$ cat src/rtl/stage_sequencer.sv
// Five-stage instruction sequencer (IF/RR/EX/MA/RW, plus HALT) that drives the datapath strobes.
// MA stalls on RAM or UART back-pressure and is forced onward after a bounded number of wait cycles.
module stage_sequencer #(
    parameter int WAIT_MAX = 255,
    parameter int RET_W    = 32
) (
    input  logic             sysclk,
    input  logic             nrst,
    input  logic             run_en,
    input  logic             is_store,
    input  logic             io_store,
    input  logic             reg_we_req,
    input  logic             is_halt,
    input  logic             mem_busy,
    input  logic             uart_busy,
    output logic [2:0]       stage,
    output logic             decoder_rst,
    output logic             alu_rst,
    output logic             ram_we,
    output logic             reg_we,
    output logic             pc_we,
    output logic             uart_we,
    output logic             halted,
    output logic             timeout_err,
    output logic [RET_W-1:0] instret
);

    typedef enum logic [2:0] {
        S_IF   = 3'd0,
        S_RR   = 3'd1,
        S_EX   = 3'd2,
        S_MA   = 3'd3,
        S_RW   = 3'd4,
        S_HALT = 3'd5
    } stage_t;

    stage_t     state_reg;
    logic [7:0] wait_reg;
    logic       halt_reg;
    logic       ma_stall;
    logic       ma_timeout;

    assign ma_stall   = mem_busy || (is_store && io_store && uart_busy);
    assign ma_timeout = ma_stall && (wait_reg == 8'(WAIT_MAX));
    assign stage      = state_reg;

    // Every strobe is set on the edge that enters the stage it belongs to, so outputs stay registered.
    always_ff @(posedge sysclk or negedge nrst) begin
        if (!nrst) begin
            state_reg   <= S_IF;
            wait_reg    <= 8'd0;
            halt_reg    <= 1'b0;
            decoder_rst <= 1'b0;
            alu_rst     <= 1'b0;
            ram_we      <= 1'b0;
            reg_we      <= 1'b0;
            pc_we       <= 1'b0;
            uart_we     <= 1'b0;
            halted      <= 1'b0;
            timeout_err <= 1'b0;
            instret     <= '0;
        end else begin
            decoder_rst <= 1'b0;
            alu_rst     <= 1'b0;
            ram_we      <= 1'b0;
            reg_we      <= 1'b0;
            pc_we       <= 1'b0;
            uart_we     <= 1'b0;
            case (state_reg)
                S_IF: begin
                    if (run_en) begin
                        state_reg   <= S_RR;
                        decoder_rst <= 1'b1;
                    end
                end
                S_RR: begin
                    state_reg <= S_EX;
                    alu_rst   <= 1'b1;
                end
                S_EX: begin
                    state_reg <= S_MA;
                    wait_reg  <= 8'd0;
                    ram_we    <= is_store && !io_store;
                end
                S_MA: begin
                    if (ma_stall && !ma_timeout) begin
                        if (wait_reg != 8'hFF) begin
                            wait_reg <= wait_reg + 8'd1;
                        end
                    end else begin
                        // Halt decision is captured here so pc_we and the RW exit always agree.
                        state_reg <= S_RW;
                        uart_we   <= is_store && io_store;
                        reg_we    <= reg_we_req;
                        pc_we     <= !is_halt;
                        halt_reg  <= is_halt;
                        if (ma_timeout) begin
                            timeout_err <= 1'b1;
                        end
                    end
                end
                S_RW: begin
                    instret <= instret + RET_W'(1);
                    if (halt_reg) begin
                        state_reg <= S_HALT;
                        halted    <= 1'b1;
                    end else begin
                        state_reg <= S_IF;
                    end
                end
                S_HALT: begin
                    state_reg <= S_HALT;
                end
                default: begin
                    state_reg <= S_IF;
                end
            endcase
        end
    end

endmodule

$ cat config.mk
export PLATFORM = sky130hd
export DESIGN_NAME = stage_sequencer
export DESIGN_NICKNAME = d
export VERILOG_FILES = /design/src/rtl/stage_sequencer.sv
export SDC_FILE = /design/constraint.sdc
export NUM_CORES = 1
export LEC_CHECK = 0
export ABC_AREA = 1
export CORE_AREA = 2 2 57 100
export CTS_CLUSTER_SIZE = 14
export DETAILED_ROUTE_END_ITERATION = 8
export DIE_AREA = 0 0 59 102
export PLACE_DENSITY = 0.82
export SYNTH_ARGS = -nofsm -noshare
export SYNTH_HDL_FRONTEND = slang
export SYNTH_SLANG_ARGS = --single-unit
$ cat constraint.sdc
create_clock -name sysclk -period 2.45 [get_ports sysclk]
set_input_delay 0.6125 -clock sysclk [delete_from_list [all_inputs] [get_ports sysclk]]
set_output_delay 0.6125 -clock sysclk [all_outputs]
set_load 0.005 [all_outputs]
==> summary.txt <==
Die
  • Die X: between 50 and 60 um
  • Area of the core: approximately 0.0052 sq mm
  • DIE HEIGHT: just over 100 um
  • Initial core utilization: between 50% and 60%
  • Die area: about 0.0060 sq mm
  • Rows: 35
  • Number of top-level pins: between 50 and 60

STA
  • Fin. Hold Viols: 0
  • Max Transition Viols Final: 0
  • Clk_skew: about 11 ps
  • Tmin final: a little over 2000 ps
  • Slew margin rel.: a little under three quarters
  • Final setup vio count: 0
  • RSZ-0062 raised after global routing: false
  • Worst slew pin tran: 433 ps
  • Max Fclk: 0.482 GHz
  • Period utilization: between 80% and 90%
  • Final hold slack: between 200 and 300 ps
  • TNS Setup: 0 ps

Synth
  • Top cells by count, synth: nand2_1, dfrtp_1, nor2_1, inv_1, nand3_1
  • Top-area cell type share of the netlist area: 46.4%
  • Ys flop type: dfrtp_1
  • Synth Net Count: between 300 and 400
  • Cells after synthesis: around 350
  • Synthesized cell area: around 0.0028 sq mm
  • Ys async rst share: between 90% and 100%
  • Number of synthesized flops with an enable pin: 0
  • Top-count cell post-synth: nand2_1
  • Seq cells post-synth: 52
  • Library cells used by synthesis: 29
  • Synthesis warning total: 0
  • Top cell type by total area after synthesis: dfrtp_1
  • Ranking of synthesized cells by area: dfrtp_1, nand2_1, nor2_1
  • Synth Area per Inst: ~8.1 sq um
  • Seq/Total Area, Yosys: between 40% and 50%

Critical path
  • Slowest CP cell: dfrtp_1
  • Critical path buffer and inverter count: 1
  • Crit. End Element: primary output
  • WP data required: between 1500 and 2000 ps
  • Crit path max-delay family: flip-flops
  • Peak fanout along the critical path: 5
  • WP data arrival: approximately 1500 ps
  • Setup slack, reg-to-reg: about 630 ps
  • WS Path Type: flop to primary output
  • Worst setup SP type: flop
  • CP cell instances: clkdlybuf4s50_1
  • Max incr delay on CP: about 580 ps

Placement
  • Port buffer count: 51
  • Hpwl dp: between 5 and 6 mm
  • Inst Count DP: 450
  • GP Congestion: roughly 0.91

Run
  • Max Cap Violations: 0

Cells and area
  • Largest register FFs: 32
  • Final core occ: between 60% and 70%
  • Final net count: 413
  • Layout Cells excl Fill: 458
  • Fill cell count: 445
  • Synthesis-to-finish area growth: 24.6%
  • N_diodes: 0
  • Layout cell share with drive strength beyond 1: under 10%

Min path
  • Worst Hold Class: input pin to async pin

Global route
  • Total Routing Usage GR: 23.7%
  • Largest net degree at the start of global routing: 53
  • Initial antenna violation count: 0
  • First-pass GRT wire length: between 10 and 15 mm
  • Grt ovf: 0
  • Number of global-route vias before repair: 2416

Clock network
  • Clock buffer count from CTS: 5
  • CTS resizes: 0
  • CTS hold repair buffers: 0
  • CTS max path bufs: 2
  • Clk Latency, worst-skew pair: roughly 320 ps
  • TritonCTS clock tree: done
  • Clock-pin slew on the worst setup and hold paths: 100 ps
  • H-tree levels: 2
  • CTS root buffer: clkbuf_8
  • Clk sink count: 52
  • Post-CTS Setup Repair Bufs: 0

Detailed routing
  • DRT Pass-1 Iters: 4
  • Drt initial violations: 101
  • DRC: 0
  • DRT Wirelength: roughly 6.5 mm
  • Vias per cell: 5.36
  • Routed Antenna Nets: 0
  • Vias: 2457
  • Wire length per cell: approximately 14 um

Outcome
  • Status: completed

Power and ir drop
  • Maximum VDD drop: between 500 and 600 uV
  • P per Cell Area: between 600 and 700 mW/mm^2
  • Leak: ~1.6 nW
-- area by class of cell --
type	count	area (sq um)	area share [%]
Multi-Input combinational cell	251	1340	38.2
Sequential cell	52	1300	37.2
Timing Repair Buffer	52	526	15.0
Inverter	40	151	4.33
Clock buffer	5	68.8	1.97
Tap cell	55	68.8	1.97
Clock inverter	3	42.5	1.22
-- placed cells by master, fill, tap and decap left out, types with 5 or more instances in the layout --
master and n:
clkdlybuf4s50_1 50, nor2_4 6, nand3_1 24, nor3_1 7, nand4_1 11, inv_1 37, nand2_1 98, xnor2_1 11
xor2_1 10, nor2_1 46, dfrtp_1 52, clkbuf_8 5, nand2_2 7, nor2_2 5
-- path summary, 6_finish.rpt --
| kind | cells past startpoint | from | end |
|---|---|---|---|
| worst max-delay path | 1 | stage[0] | stage[0] |
| worst min-delay path | 2 | nrst | instret[25] |
| worst max register to register | 8 | wait_reg[0] | wait_reg[7] |
| worst min register to register | 1 | timeout_err | timeout_err |
| max in group asynchronous | 2 | nrst | instret[31] |
| min in group sysclk | 1 | timeout_err | timeout_err |
-- where the power goes --
part           internal, mW  total [mW]  switching (mW)
Clock                 0.303       0.595           0.292
Combinational         0.261       0.585           0.324
Sequential            0.957        1.08           0.122
-- per-layer routing --
layer	global-route usage, %	vias up	share of wire [%]
met2	43.1	81	55
met3	2.78	29	3.7
met4	17.0	0	6.3
met1	23.9	1143	35
met5	0	-	0
li1	-	1204	-
-- kinds of logic (layout without fill, tap and decap cells) --
family	count (synthesis)	in the layout	synth area share [%]
fa+ha+maj	2	2	0.892
buf+inv	42	100	5.98
simple gates	215	215	37.0
flops	52	52	46.4
xor+xnor	21	21	6.56
compound gates	13	13	3.12
-- per-stage QoR --
| stage | setup WS (ps) | cell area [sq um] | power, mW |
|---|---|---|---|
| 2_1_floorplan | 1040 | 2800 | 1.42 |
| 3_3_place_gp | 496 | 3380 | 1.67 |
| 3_5_place_dp | 455 | 3380 | 1.68 |
| 4_1_cts | 363 | 3490 | 2.27 |
| 5_1_grt | 351 | 3490 | 2.37 |
| 6_report | 377 | 3490 | 2.26 |
(Power assumes the default switching activity.)
